===== src/rtl/ysyx_23060208_ifu_prefetch.sv =====
// Instruction prefetch unit: credit-limited AXI-lite style read issue, in-order
// PC tagging, an instruction FIFO toward the decoder, redirect flush and fault halt.
module ysyx_23060208_ifu_prefetch #(
  parameter int DATA_WIDTH = 32,
  parameter int FIFO_DEPTH = 4,
  parameter int MAX_OUTST = 2,
  parameter logic [DATA_WIDTH-1:0] RESET_PC = 32'h8000_0000
) (
  input  logic                              clk,
  input  logic                              rst,
  input  logic                              redirect_valid,
  input  logic [DATA_WIDTH-1:0]             redirect_pc,
  output logic [DATA_WIDTH-1:0]             isram_araddr,
  output logic                              isram_arvalid,
  input  logic                              isram_arready,
  input  logic [DATA_WIDTH-1:0]             isram_rdata,
  input  logic [1:0]                        isram_rresp,
  input  logic                              isram_rvalid,
  output logic                              isram_rready,
  output logic                              out_valid,
  input  logic                              out_ready,
  output logic [DATA_WIDTH-1:0]             out_pc,
  output logic [DATA_WIDTH-1:0]             out_inst,
  output logic                              out_fault,
  output logic [$clog2(MAX_OUTST+1)-1:0]    outst_cnt
);

  localparam int OW  = $clog2(MAX_OUTST + 1);
  localparam int FAW = $clog2(FIFO_DEPTH);
  localparam int TAW = (MAX_OUTST > 1) ? $clog2(MAX_OUTST) : 1;

  localparam logic [1:0] ST_FETCH   = 2'd0;
  localparam logic [1:0] ST_WAIT_AR = 2'd1;
  localparam logic [1:0] ST_HALT    = 2'd2;

  localparam logic [OW-1:0]         OUTST_ONE = OW'(1);
  localparam logic [FAW:0]          PTR_ONE   = (FAW + 1)'(1);
  localparam logic [TAW-1:0]        TAG_ONE   = TAW'(1);
  localparam logic [TAW-1:0]        TAG_LAST  = TAW'(MAX_OUTST - 1);
  localparam logic [DATA_WIDTH-1:0] PC_STEP   = DATA_WIDTH'(4);

  logic [1:0]            state_reg, state_next;
  logic [DATA_WIDTH-1:0] fetch_pc_reg, fetch_pc_next;
  logic [DATA_WIDTH-1:0] ar_addr_reg;
  logic                  ar_hold_reg, ar_hold_next;
  logic                  ar_stale_reg, ar_stale_next;
  logic [OW-1:0]         outst_reg, outst_next;
  logic [OW-1:0]         drop_reg, drop_next;
  logic [TAW-1:0]        tag_wr_reg, tag_wr_next;
  logic [TAW-1:0]        tag_rd_reg, tag_rd_next;
  logic [FAW:0]          fifo_wr_reg, fifo_wr_next;
  logic [FAW:0]          fifo_rd_reg, fifo_rd_next;

  logic [DATA_WIDTH-1:0] tag_mem       [MAX_OUTST];
  logic [DATA_WIDTH-1:0] fifo_pc_mem   [FIFO_DEPTH];
  logic [DATA_WIDTH-1:0] fifo_inst_mem [FIFO_DEPTH];
  logic                  fifo_fault_mem[FIFO_DEPTH];

  logic [FAW:0] fifo_count;
  logic         fifo_empty, fifo_full;
  logic         credit_ok;
  logic         ar_hs, ar_pend, r_hs;
  logic         drop_now, fault_now;
  logic         fifo_push, fifo_pop;

  function automatic logic [TAW-1:0] tag_inc(input logic [TAW-1:0] p);
    return (p == TAG_LAST) ? '0 : p + TAG_ONE;
  endfunction

  assign fifo_count = fifo_wr_reg - fifo_rd_reg;
  assign fifo_empty = (fifo_wr_reg == fifo_rd_reg);
  assign fifo_full  = (fifo_wr_reg[FAW] != fifo_rd_reg[FAW]) &&
                      (fifo_wr_reg[FAW-1:0] == fifo_rd_reg[FAW-1:0]);

  // Every outstanding read already owns a FIFO slot, so responses never overflow.
  assign credit_ok = ((int'(outst_reg) + int'(fifo_count)) < FIFO_DEPTH) &&
                     (int'(outst_reg) < MAX_OUTST);

  assign isram_arvalid = !rst && (ar_hold_reg || ((state_reg == ST_FETCH) && credit_ok));
  assign isram_araddr  = ar_hold_reg ? ar_addr_reg :
                         (isram_arvalid ? fetch_pc_reg : '0);
  assign isram_rready  = !rst && (outst_reg != '0);

  assign ar_hs   = isram_arvalid && isram_arready;
  assign ar_pend = isram_arvalid && !isram_arready;
  assign r_hs    = isram_rvalid && isram_rready;

  assign drop_now  = redirect_valid || (drop_reg != '0);
  assign fault_now = r_hs && !drop_now && (isram_rresp != 2'b00);
  assign fifo_push = r_hs && !drop_now && (!fifo_full || fifo_pop);
  assign fifo_pop  = !fifo_empty && out_ready;

  assign out_valid = !fifo_empty;
  assign out_pc    = out_valid ? fifo_pc_mem[fifo_rd_reg[FAW-1:0]]    : '0;
  assign out_inst  = out_valid ? fifo_inst_mem[fifo_rd_reg[FAW-1:0]]  : '0;
  assign out_fault = out_valid ? fifo_fault_mem[fifo_rd_reg[FAW-1:0]] : 1'b0;
  assign outst_cnt = outst_reg;

  always_comb begin
    outst_next = outst_reg;
    if (ar_hs && !r_hs) begin
      outst_next = outst_reg + OUTST_ONE;
    end else if (!ar_hs && r_hs) begin
      outst_next = outst_reg - OUTST_ONE;
    end
  end

  // A request still waiting for arready at redirect time targets the old path.
  always_comb begin
    ar_hold_next  = ar_pend;
    ar_stale_next = ar_pend && (redirect_valid || ar_stale_reg);
    fetch_pc_next = fetch_pc_reg;
    if (redirect_valid) begin
      fetch_pc_next = redirect_pc;
    end else if (ar_hs && !ar_stale_reg) begin
      fetch_pc_next = fetch_pc_reg + PC_STEP;
    end
  end

  always_comb begin
    drop_next = drop_reg;
    if (redirect_valid) begin
      drop_next = outst_next + OW'(ar_pend);
    end else if (r_hs && (drop_reg != '0)) begin
      drop_next = drop_reg - OUTST_ONE;
    end
  end

  always_comb begin
    state_next = state_reg;
    if (redirect_valid) begin
      state_next = ar_hold_next ? ST_WAIT_AR : ST_FETCH;
    end else if (fault_now || (state_reg == ST_HALT)) begin
      state_next = ST_HALT;
    end else begin
      state_next = ar_hold_next ? ST_WAIT_AR : ST_FETCH;
    end
  end

  always_comb begin
    tag_wr_next  = tag_wr_reg;
    tag_rd_next  = tag_rd_reg;
    fifo_wr_next = fifo_wr_reg;
    fifo_rd_next = fifo_rd_reg;
    if (ar_hs) tag_wr_next = tag_inc(tag_wr_reg);
    if (r_hs)  tag_rd_next = tag_inc(tag_rd_reg);
    if (redirect_valid) begin
      fifo_wr_next = '0;
      fifo_rd_next = '0;
    end else begin
      if (fifo_push) fifo_wr_next = fifo_wr_reg + PTR_ONE;
      if (fifo_pop)  fifo_rd_next = fifo_rd_reg + PTR_ONE;
    end
  end

  always_ff @(posedge clk) begin
    if (rst) begin
      state_reg    <= ST_FETCH;
      fetch_pc_reg <= RESET_PC;
      ar_addr_reg  <= '0;
      ar_hold_reg  <= 1'b0;
      ar_stale_reg <= 1'b0;
      outst_reg    <= '0;
      drop_reg     <= '0;
      tag_wr_reg   <= '0;
      tag_rd_reg   <= '0;
      fifo_wr_reg  <= '0;
      fifo_rd_reg  <= '0;
    end else begin
      state_reg    <= state_next;
      fetch_pc_reg <= fetch_pc_next;
      if (ar_pend) ar_addr_reg <= isram_araddr;
      ar_hold_reg  <= ar_hold_next;
      ar_stale_reg <= ar_stale_next;
      outst_reg    <= outst_next;
      drop_reg     <= drop_next;
      tag_wr_reg   <= tag_wr_next;
      tag_rd_reg   <= tag_rd_next;
      fifo_wr_reg  <= fifo_wr_next;
      fifo_rd_reg  <= fifo_rd_next;
    end
  end

  always_ff @(posedge clk) begin
    if (ar_hs) begin
      tag_mem[tag_wr_reg] <= isram_araddr;
    end
    if (fifo_push) begin
      fifo_pc_mem[fifo_wr_reg[FAW-1:0]]    <= tag_mem[tag_rd_reg];
      fifo_inst_mem[fifo_wr_reg[FAW-1:0]]  <= isram_rdata;
      fifo_fault_mem[fifo_wr_reg[FAW-1:0]] <= (isram_rresp != 2'b00);
    end
  end

endmodule


===== config.mk =====
export PLATFORM = sky130hd
export DESIGN_NAME = ysyx_23060208_ifu_prefetch
export DESIGN_NICKNAME = d
export VERILOG_FILES = /design/src/rtl/ysyx_23060208_ifu_prefetch.sv
export SDC_FILE = /design/constraint.sdc
export NUM_CORES = 1
export LEC_CHECK = 0
export CORE_ASPECT_RATIO = 0.8
export CORE_MARGIN = 2
export CORE_UTILIZATION = 61
export DETAILED_ROUTE_END_ITERATION = 6
export HOLD_SLACK_MARGIN = 0.15
export PLACE_DENSITY = 0.84
export SETUP_SLACK_MARGIN = 0.3
export SLEW_MARGIN = 25
export SYNTH_ARGS = -nofsm -noshare
export SYNTH_HDL_FRONTEND = slang
export SYNTH_SLANG_ARGS = --single-unit

===== constraint.sdc =====
create_clock -name clk -period 10.5 [get_ports clk]
set_input_delay 1.575 -clock clk [delete_from_list [all_inputs] [get_ports clk]]
set_output_delay 1.575 -clock clk [all_outputs]
set_load 0.02 [all_outputs]

==> impl_metrics.py <==
metrics = {
    "run_status": {
        "status": "finished, final reports clean",
    },
    "synth": {
        "yosysTopAreaCellShare": 0.579,
        "ys_ff_latch": 407,
        "yosys_most_used_dff": "edfxtp_1",
        "synth_top_area_cell": "edfxtp_1",
        "synth_edf_count": 324,
        "synth_fp_nets": 1132,
        "yosysWarnings": 0,
        "synth.avg_cell_area_sq_um": 16.0,
        "yosysSeqAreaShare": 0.678,
        "syn_area_sq_mm": 0.0168,
        "syn_inst": 1047,
        "async_flop_share": 0,
        "synthTopCellsByArea": "edfxtp_1, dfxtp_1, mux4_2, and2_1, mux2_4",
        "synthDistinctLibCells": 66,
    },
    "drt": {
        "drt-pass1-iter-count": 5,
        "viasPerCell": 5.88,
        "vias": 9490,
        "drc": 0,
        "wl_mm": 35.7,
        "avgRoutedWirePerCell_microns": 22.1,
        "first_iter_violations": 892,
        "drt.antenna.violating_nets": 0,
    },
    "sta": {
        "finalHoldViolCount": 0,
        "setup_viol": 0,
        "tightest_slew_ns": 1.00,
        "fmaxAchievable_mhz": 167,
        "relSlewSlack": 0.333,
        "clock_skew_ns": 0.0217,
        "slew_viol_final": 0,
        "rsz0062_at_grt": "no",
        "min_period_over_period": 0.569,
        "setup_tns_ns": 0,
        "fin_crit_ns": 5.98,
    },
    "global_route": {
        "antenna_found_initial": 1,
        "grt_pass1_wl_mm": 55.0,
        "grt_pass1_vias": 9644,
        "grt_usage": 0.249,
        "grt-ovfl-total": 0,
        "grt_max_degree": 72,
    },
    "placement": {
        "finalWeightedCongestion": 0.874,
        "io_buffer_count": 173,
        "dp.cells": 1537,
        "hpwl_mm": 21.7,
    },
    "worst_setup_path": {
        "slowest_delay_ns": 0.69,
        "worstPathCellList": "inv_1 > ha_1 > inv_1 > fa_1 > ha_1 > nor4_4 > a31o_2 > nand2_1 > inv_2 > nand2_1 > o21ai_0 > clkdlybuf4s50_1",
        "rrSetupSlack_ns": 6.32,
        "r2r_cells": 13,
        "crit_family": "buffers and inverters",
        "crit_slowest_cell": "clkdlybuf4s50_1",
        "critical_path_buf_inv_count": 4,
        "crit_arrival_ns": 4.40,
        "r2r_end": "drop_reg[1]",
        "start_kind": "register",
        "cp_num_cells": 12,
        "timing.critical_path.from": "fifo_wr_reg[0]",
        "r2r_start": "fifo_wr_reg[0]",
        "cp_max_fo": 32,
        "worstPathRequired_ns": 8.93,
        "path_class": "reg2out",
        "end_kind": "primary output",
    },
    "final_layout": {
        "most-common-layout-cells": "edfxtp_1, clkdlybuf4s50_1, nand2_1",
        "multi_input_area_sq_mm": 0.00505,
        "nNetsFinal": 1304,
        "final_common_cell": "edfxtp_1",
        "drive_gt1_frac": 0.190,
        "n_fill_cell": 1685,
        "syn_to_final_growth_pct": 20.2,
        "final_cells": 1614,
        "post-route-util": 0.744,
        "final-seq-area_sq_mm": 0.0114,
        "antenna_cells": 0,
    },
    "cts": {
        "ctsHoldBuffers": 0,
        "clk_latency_ns": 0.53,
        "path_clk_slew_ns": 0.06,
        "cts_buffer_depth": 3,
        "tritoncts": "built",
        "cts_num_sinks": 407,
        "postCtsSetupBuffers": 0,
        "cts_buffers": 40,
        "cts_root_buffer": "clkbuf_16",
        "htree_num_levels": 2,
        "cts_resized": 0,
    },
    "hold_path": {
        "hold_class": "reg2reg",
        "holdPathStages": 2,
        "holdPathEnd": "ar_addr_reg[26]",
        "holdCritStartpoint": "ar_addr_reg[26]",
    },
    "die": {
        "die_area_sq_mm": 0.0289,
        "rows": 54,
        "initial_core_util": 0.619,
        "die_w_microns": 190,
        "die_y_microns": 152,
        "core_sq_mm": 0.0272,
        "io_pins": 174,
    },
    "job": {
        "cap_violations": 0,
    },
    "pwr": {
        "ir_drop_uv": 108,
        "p_leak_nw": 6.71,
        "fin_total_pwr_mw": 3.53,
        "p_per_area_mw_per_mm2": 175,
    },
}
==> per-stage QoR <==
step           hold slack [ns]  setup slack (ns)  instance area, sq um
4_1_cts                  0.491              4.51                 20100
2_1_floorplan            0.434              5.88                 16800
3_3_place_gp             0.443              4.73                 18800
5_1_grt                  0.525              4.28                 20200
6_report                 0.492              4.52                 20200
3_5_place_dp             0.460              4.62                 18800
==> where the power goes <==
group / internal, mW / leakage [nW] / switching [mW]
clock: 0.851 / 0.659 / 0.584
combinational: 0.114 / 2.42 / 0.164
sequential: 1.79 / 3.63 / 0.0272
==> tightest hold or removal path: stages (launching register included) <==
cell and delay (ns):
dfxtp_1 0.31, nand3_1 0.07, nand2_1 0.06
==> synth_stat cells (all sizes together) (2+ instances only) <==
cell type and n:
nand4 11, nor3 6, nor3b 2, mux2i 5, edfxtp 324, and3 4
nand2 97, a31oi 2, a21oi 11, nor2b 32, buf 19, clkbuf 37
xor2 22, o21a 2, mux4 65, dfxtp 83, ha 12, or3 5
o21ai 36, and4 4, nor2 42, a311oi 2, xnor2 15, nand3 15
nor4 10, a211oi 17, and2 70, mux2 63, inv 15
==> per-layer routing <==
layer / vias to the layer above / part of all wire / GRT usage
met5: - / 0.00031 / 0
met4: 2 / 0.015 / 0.0616
met3: 45 / 0.068 / 0.0440
met2: 367 / 0.48 / 0.406
met1: 4792 / 0.43 / 0.356
li1: 4284 / - / -
==> cells by family after synthesis <==
family                   count (synthesis)  synth area share
adder cells (fa/ha/maj)                 14            0.0107
XOR/XNOR                                38            0.0208
AO/OA/AOI/OAI                           78            0.0308
buffers and inverters                   73            0.0227
AND/OR/NAND/NOR                        304            0.0992
flip-flops                             407             0.678
multiplexers                           133             0.138
==> worst max path at each step <==
stage	endpoint	slack, ns
floorplan	fifo_fault_mem[3]	5.88
global route	isram_araddr[24]	4.28
global placement	isram_araddr[24]	4.73
detailed placement	isram_araddr[24]	4.62
CTS	isram_araddr[24]	4.51
finish	isram_araddr[24]	4.52
==> cell type report <==
cell class / instances / area share
inverters: 16 / 0.00297
clock buffers: 54 / 0.0573
flip-flops and latches: 407 / 0.564
multi-input cells: 567 / 0.250
clock inverters: 19 / 0.00917
well taps: 364 / 0.0225
repair buffers: 187 / 0.0939
Note: power is estimated with default switching activity, not from simulation.
